## src/rtl/bcrypt_tx_arbiter.sv

```systemverilog
// Shares the 10-bit bcrypt bus from the batch source across N cores: one-time
// P/S init per core, round-robin data dispatch, end-of-generation drain, watchdog.
module bcrypt_tx_arbiter #(
    parameter int unsigned N_CORES = 4,
    parameter int unsigned TIMEOUT = 8192
) (
    input  logic                   CLK,
    input  logic                   RST,
    input  logic                   init_ready,
    input  logic                   data_ready,
    input  logic                   bcdata_gen_end,
    output logic                   start_init_tx,
    output logic                   start_data_tx,
    input  logic                   init_tx_done,
    input  logic                   data_tx_done,
    input  logic [7:0]             din,
    input  logic [1:0]             ctrl_in,
    output logic [7:0]             core_dout,
    output logic [2*N_CORES-1:0]   core_ctrl,
    input  logic [N_CORES-1:0]     core_idle,
    output logic                   gen_end_out,
    output logic [1:0]             error
);
    localparam int unsigned SW = (N_CORES > 1) ? $clog2(N_CORES) : 1;
    localparam int unsigned WW = $clog2(TIMEOUT + 1);

    typedef enum logic [2:0] {
        ST_IDLE,
        ST_INIT_TX,
        ST_DATA_TX,
        ST_GEN_END_WAIT,
        ST_GEN_END_TX,
        ST_ERROR
    } state_t;

    state_t               state, state_nx;
    logic [SW-1:0]        sel, sel_nx;
    logic [SW-1:0]        rr, rr_nx;
    logic [N_CORES-1:0]   inited, inited_nx;
    logic [N_CORES-1:0]   pending, pending_nx;
    logic [WW-1:0]        wdog, wdog_nx;
    logic                 start_init_nx, start_data_nx, gen_end_nx;
    logic [1:0]           error_nx;
    logic [2*N_CORES-1:0] core_ctrl_nx;

    logic [N_CORES-1:0]   eligible;
    logic                 init_found, data_found;
    logic [SW-1:0]        init_idx, data_idx;
    logic                 wdog_expired;

    assign eligible     = core_idle & ~pending & inited;
    assign wdog_expired = (wdog == WW'(TIMEOUT - 1));

    // Candidate search: lowest uninitialised idle core, and round-robin eligible core from rr.
    always_comb begin
        int unsigned   idx;
        logic [SW-1:0] cand;
        idx        = 0;
        cand       = '0;
        init_found = 1'b0;
        init_idx   = '0;
        data_found = 1'b0;
        data_idx   = '0;
        for (int i = 0; i < int'(N_CORES); i++) begin
            if (!init_found && core_idle[i] && !inited[i]) begin
                init_found = 1'b1;
                init_idx   = SW'(i);
            end
        end
        for (int k = 0; k < int'(N_CORES); k++) begin
            idx  = (32'(rr) + 32'(k)) % N_CORES;
            cand = SW'(idx);
            if (!data_found && eligible[cand]) begin
                data_found = 1'b1;
                data_idx   = cand;
            end
        end
    end

    // Next-state and registered-output logic.
    always_comb begin
        state_nx      = state;
        sel_nx        = sel;
        rr_nx         = rr;
        inited_nx     = inited;
        pending_nx    = pending & core_idle;
        wdog_nx       = wdog;
        start_init_nx = 1'b0;
        start_data_nx = 1'b0;
        gen_end_nx    = 1'b0;
        error_nx      = error;
        core_ctrl_nx  = '0;

        case (state)
            ST_IDLE: begin
                if (init_tx_done || data_tx_done) begin
                    error_nx[1] = 1'b1;
                    state_nx    = ST_ERROR;
                end else if (init_ready && init_found) begin
                    sel_nx        = init_idx;
                    start_init_nx = 1'b1;
                    wdog_nx       = '0;
                    state_nx      = ST_INIT_TX;
                end else if (data_ready && !bcdata_gen_end && data_found) begin
                    sel_nx               = data_idx;
                    pending_nx[data_idx] = 1'b1;
                    start_data_nx        = 1'b1;
                    rr_nx                = (32'(data_idx) == N_CORES - 1) ? '0 : data_idx + SW'(1);
                    wdog_nx              = '0;
                    state_nx             = ST_DATA_TX;
                end else if (data_ready && bcdata_gen_end) begin
                    state_nx = ST_GEN_END_WAIT;
                end
            end
            ST_INIT_TX: begin
                if (data_tx_done) begin
                    error_nx[1] = 1'b1;
                    state_nx    = ST_ERROR;
                end else if (init_tx_done) begin
                    inited_nx[sel] = 1'b1;
                    state_nx       = ST_IDLE;
                end else if (wdog_expired) begin
                    error_nx[0] = 1'b1;
                    state_nx    = ST_ERROR;
                end else begin
                    wdog_nx = wdog + WW'(1);
                end
            end
            ST_DATA_TX: begin
                if (init_tx_done) begin
                    error_nx[1] = 1'b1;
                    state_nx    = ST_ERROR;
                end else if (data_tx_done) begin
                    state_nx = ST_IDLE;
                end else if (wdog_expired) begin
                    error_nx[0] = 1'b1;
                    state_nx    = ST_ERROR;
                end else begin
                    wdog_nx = wdog + WW'(1);
                end
            end
            ST_GEN_END_WAIT: begin
                if (init_tx_done || data_tx_done) begin
                    error_nx[1] = 1'b1;
                    state_nx    = ST_ERROR;
                end else if (core_idle == '1 && pending == '0) begin
                    start_data_nx = 1'b1;
                    wdog_nx       = '0;
                    state_nx      = ST_GEN_END_TX;
                end
            end
            ST_GEN_END_TX: begin
                if (init_tx_done) begin
                    error_nx[1] = 1'b1;
                    state_nx    = ST_ERROR;
                end else if (data_tx_done) begin
                    gen_end_nx = 1'b1;
                    state_nx   = ST_IDLE;
                end else if (wdog_expired) begin
                    error_nx[0] = 1'b1;
                    state_nx    = ST_ERROR;
                end else begin
                    wdog_nx = wdog + WW'(1);
                end
            end
            ST_ERROR: begin
                state_nx = ST_ERROR;
            end
            default: begin
                state_nx = ST_IDLE;
            end
        endcase

        // Only the selected core sees ctrl; the gen-end transfer carries no payload.
        if ((state == ST_INIT_TX || state == ST_DATA_TX) && state_nx != ST_ERROR) begin
            for (int i = 0; i < int'(N_CORES); i++) begin
                if (sel == SW'(i)) begin
                    core_ctrl_nx[2*i +: 2] = ctrl_in;
                end
            end
        end
    end

    always_ff @(posedge CLK or posedge RST) begin
        if (RST) begin
            state         <= ST_IDLE;
            sel           <= '0;
            rr            <= '0;
            inited        <= '0;
            pending       <= '0;
            wdog          <= '0;
            start_init_tx <= 1'b0;
            start_data_tx <= 1'b0;
            gen_end_out   <= 1'b0;
            error         <= 2'b00;
            core_dout     <= 8'h00;
            core_ctrl     <= '0;
        end else begin
            state         <= state_nx;
            sel           <= sel_nx;
            rr            <= rr_nx;
            inited        <= inited_nx;
            pending       <= pending_nx;
            wdog          <= wdog_nx;
            start_init_tx <= start_init_nx;
            start_data_tx <= start_data_nx;
            gen_end_out   <= gen_end_nx;
            error         <= error_nx;
            core_dout     <= din;
            core_ctrl     <= core_ctrl_nx;
        end
    end

endmodule

```

## config.mk

```make
export PLATFORM = sky130hd
export DESIGN_NAME = bcrypt_tx_arbiter
export DESIGN_NICKNAME = d
export VERILOG_FILES = /design/src/rtl/bcrypt_tx_arbiter.sv
export SDC_FILE = /design/constraint.sdc
export NUM_CORES = 1
export LEC_CHECK = 0
export CAP_MARGIN = 20
export CORE_ASPECT_RATIO = 0.9
export CORE_MARGIN = 2
export CORE_UTILIZATION = 53
export CTS_CLUSTER_DIAMETER = 120
export DETAILED_ROUTE_END_ITERATION = 7
export PLACE_DENSITY = 0.8
export SLEW_MARGIN = 20
export SYNTH_ARGS = -nofsm -noshare
export SYNTH_HDL_FRONTEND = slang
export SYNTH_SLANG_ARGS = --single-unit
```

## constraint.sdc

```tcl
create_clock -name CLK -period 2.55 [get_ports CLK]
set_input_delay 0.51 -clock CLK [delete_from_list [all_inputs] [get_ports CLK]]
set_output_delay 0.51 -clock CLK [all_outputs]
set_load 0.05 [all_outputs]
```

Yosys cells after proc, flatten, opt, wreduce, memory -nomap -nowiden. Cells that the tools add are included.

ROM bits: 0. Memories kept: 0. Logic and storage cells: 188. RAM bits: 0. Register bits after elaboration: 50. Bits of input ports: 21. Bits in latches: 0. Output and inout port bits: 21.

Multiply operators: 0. Reduce and logical (&&, ||, !) cells: 46. Magnitude comparators: 8. Shift operators: 0. Mux-type cells: 84. Add/sub/neg operators: 5. Bitwise operators: 9. Div/mod/pow operators: 0. Equality and inequality tests: 23.

Operator list (count): 2-to-1 mux 14 bit (10); case mux 14 bit (4 select lines) (1); 2-to-1 mux 1 bit (34); 2-to-1 mux 3 bit (11); 2-to-1 mux 2 bit (13); logical AND 1 bit (18); < comparator 2 x 3 -> 1 bit (second input constant) (6); 2-to-1 mux 4 bit (4); != test 2 bit (second input constant) (8); case mux 3 bit (5 select lines) (1); adder 14 x 1 -> 14 bit (second input constant) (1); == test 14 x 13 -> 1 bit (second input constant) (1); bitwise AND 4 bit (3); logical NOT 1 bit (11); AND reduction 9 bit (1); binary-select mux 1 bit (select 2 bit) (4); 2-to-1 mux 8 bit (1); OR 4 bit (2); AND reduction 4 bit (2); == test 2 bit (second input constant) (3); == test 3 x 2 -> 1 bit (second input constant) (2); == test 3 bit (second input constant) (2); != test 3 bit (second input constant) (2); AND reduction 3 bit (2); other kinds (21) (32).

Longest topological paths before layout.
Depth after elaboration: 24. Gate-level depth with buffers: 8. Gate-level depth less buffers: 8.

Least setup slack after synthesis. OpenSTA, ideal clock, no wires.

Path type: input port to flip-flop. Start point: input core_idle[2]. End point: register wdog[8]. Slack: 0.606 ns. Arrival: 1.866 ns. Library setup time: 0.078 ns. Stages: 7. Required time: 2.472 ns. Cell sequence: nor2b_1 o41a_1 nor3b_2 buf_2 buf_2 o21ai_0 a21oi_1.

Word-level cells in the longest chain between the ends: 17.

RTL lines: start, declared (RTL line 20) `input logic [N_CORES-1:0] core_idle,`; bitwise AND 4 bit (2 in series) (RTL line 51) `assign eligible = core_idle & ~pending & inited;`; binary-select mux 1 bit (select 2 bit) (RTL line 73) `if (!data_found && eligible[cand]) begin`; 2-to-1 mux 1 bit (implied by the code) (RTL line 73); 2-to-1 mux 1 bit (RTL line 73); logical NOT 1 bit (RTL line 73); logical AND 1 bit (RTL line 73); 2-to-1 mux 1 bit (RTL line 73); logical NOT 1 bit (RTL line 73); logical AND 1 bit (RTL line 73); 2-to-1 mux 1 bit (RTL line 73); logical NOT 1 bit (RTL line 73); logical AND 1 bit (RTL line 73); 2-to-1 mux 1 bit (RTL line 73); logical AND 1 bit (RTL line 104) `end else if (data_ready && !bcdata_gen_end && data_found) begin`; != test 3 bit (no line); AND reduction 9 bit (no line); end signal, assigned (RTL line 204) `wdog <= wdog_nx;`; end, declared (RTL line 41) `logic [WW-1:0] wdog, wdog_nx;`.

Parallel ways exist; a longest one is shown, timed or not. The select of a mux whose other input is x is not followed. A chain may end at the register's enable or synchronous reset.

Worst setup path in the final report.
Start point: input core_idle[1]. End point: register wdog[13].

Same word-level chain as after synthesis.

==> run metrics <==
drt drc 0; placed cells 373; asr flop ratio synth 100%; postcts setup bufs 0; first-pass GRT wire length 9270 um; H-tree depth 2; Ports 42; Placer Congestion 0.845; Initial Util 54.8%; CP Launch Type primary input; most frequent cells after synthesis dfrtp_1, nand3_1, nand2_1, a21oi_1, nor3_1; post-layout util 69.7%; Main synth FF type dfrtp_1; nets@finish 341; Post-CTS Resized 0; net count after synthesis 282; cell taking the most area after synthesis dfrtp_1; Clock Skews 0.00582 ns; largest net degree at the start of global routing 51; flop2flop setup slack 0.33 ns; vias per inst 5.73; Area Overhead vs Synth 27.2%; minimum clock period 2.31 ns; Worst EP arrival 2.54 ns; RSZ-0062 raised after global routing no; count leader, synth dfrtp_1; Routed Antenna Nets 0; Worst Path Required 2.78 ns; Global Route Usage Sum 20.9%; remaining global-route overflow 0; Fill cells 372; Synth Warn # 0; period utilisation layout 90.4%; antenna violations before repair 0; Via Count 2184; clk sinks 50; crit path cell chain clkdlybuf4s50_1 -> nand4bb_1 -> o211ai_2 -> o2111ai_4 -> or4_1 -> a21oi_1; setup ws final 0.245 ns; Slew @ Worst Pin 0.610 ns; Max Clk Rate 434 MHz; Pwr Density 730 nW/um2; Yosys top cell area share 47.5%; vias in the first global route 1988; # diodes 0; cells after synthesis 256; Max FO, Critical Path 8; Yosys reg bits 50; Post-Route WL 5470 um; Worst IR Drop VDD 0.389 mV; slowest stage delay, CP 0.53 ns; Tot Pwr 2450 uW; Final Hold Vio Count 0; final cell count without fillers 381; sequential area share after synthesis 47.5%; PortBufs 41; HPWL after DPL 3900 um; layout cell share with drive strength beyond 1 13.6%; Setup CP Type in2reg; DR iter-0 viols 112; Inserted Clock Buffers 5; Area contributors post-synth dfrtp_1, o31ai_1, nand3_1; DRT Pass-1 Iters 4; Setup crit end kind flip-flop; Avg Inst Size Synth 10.3 um2; HP Class reg2reg; endpoints failing setup 0; Worst slew margin 59.3%; DR WL/cell 14.4 um; Setup WS pre-CTS -0.0589 ns; slowest cell on the critical path clkdlybuf4s50_1; status finished, final reports clean; synth unique cells 61; latest clock arrival within the worst-skew pair 0.31 ns; CTS tree built; Placement Rows 24; core area 4800 um2; max capacitance violation total 0; CTS root buffer clkbuf_8; Horiz. Die Dim 78.3 um; Post-Syn Area 2630 um2; Hold Buf Count CTS 0; final slew viol count 0; Max Root-Sink Buffers 2; EDFF count, synth 0; clock-pin slew on the worst setup and hold paths 0.09 ns; Die Y 70.9 um; die area 5550 um2; Leak 0.00139 uW
-- metrics by stage --
stage	setup TNS [ns]	area, um2	hold WS [ns]
2_1_floorplan	0	2630	0.458
3_5_place_dp	-0.121	3240	0.460
3_3_place_gp	0	3240	0.452
6_report	0	3350	0.480
5_1_grt	0	3350	0.532
4_1_cts	0	3350	0.483
-- path summary, 6_finish.rpt --
kind	start	end	depth (start not counted)
max	core_idle[1]	wdog[13]$_DFFE_PP0P_	6
min	error[0]$_DFFE_PP0P_	error[0]$_DFFE_PP0P_	2
max reg2reg	state[0]$_DFF_PP0_	wdog[13]$_DFFE_PP0P_	5
min reg2reg	error[0]$_DFFE_PP0P_	error[0]$_DFFE_PP0P_	2
max in group asynchronous	RST	inited[1]$_DFFE_PP0P_	3
min in group asynchronous	RST	wdog[11]$_DFFE_PP0P_	3
-- critical path, delay by kind of cell --
| kind | cells | cell delay, ns |
|---|---|---|
| buffers and inverters | 1 | 0.53 |
| AOI/OAI and AO/OA | 3 | 0.79 |
| and+or+nand+nor | 2 | 0.71 |
-- report_power, final --
part | internal (uW) | switching, uW | total (uW)
registers | 893 | 135 | 1030
clock network | 293 | 265 | 558
logic | 359 | 501 | 860
total | 1550 | 901 | 2450
-- layer usage --
metal	vias up	wire [um]	part of all wire (%)	track usage, %
met1	1038	2730	50	31.2
met5	-	0	0	0
met3	8	233	4.3	3.44
met4	0	82	1.5	7.02
li1	1086	-	-	-
met2	52	2430	44	31.2
-- state kept, by name, indices dropped and copies added, names as in the netlist --
register / cells
state: 3
core_ctrl: 8
core_dout: 8
start_init_tx: 1
start_data_tx: 1
inited: 4
rr: 2
sel: 2
error: 2
gen_end_out: 1
wdog: 14
pending: 4
-- logic make-up after synthesis --
family          synth area share, %
fa+ha+maj                      2.38
buf+inv                        2.95
compound gates                 19.7
mux                            3.23
xor+xnor                      0.666
flops                          47.5
simple gates                   23.5
-- cell usage in the layout, fill, tap and decap left out, drive strengths merged, types with 2 or more instances in the layout --
master	instances
a21o	2
a21oi	13
a22o	5
a22oi	2
a41o	3
and2	2
and3	3
buf	18
clkbuf	6
clkdlybuf4s50	41
dfrtp	50
ha	5
inv	12
mux2	2
mux2i	5
nand2	14
nand2b	5
nand3	16
nand3b	4
nand4	4
nand4bb	2
nor2	10
nor2b	8
nor3	14
nor3b	2
nor4	4
o2111ai	2
o211ai	2
o21a	2
o21ai	11
o21bai	2
o22a	2
o31a	2
o31ai	11
or2	4
or3	3
or4	7
-- final cells by class --
class	count	area, um2	area share, %
multi-input combinational	187	1300	38.9
sequential	50	1250	37.4
timing repair buffer	59	558	16.7
tap	65	81.3	2.43
clock buffer	6	72.6	2.17
inverter	12	45.0	1.34
clock inverter	2	37.5	1.12
Power figures use the tool's default switching activity.
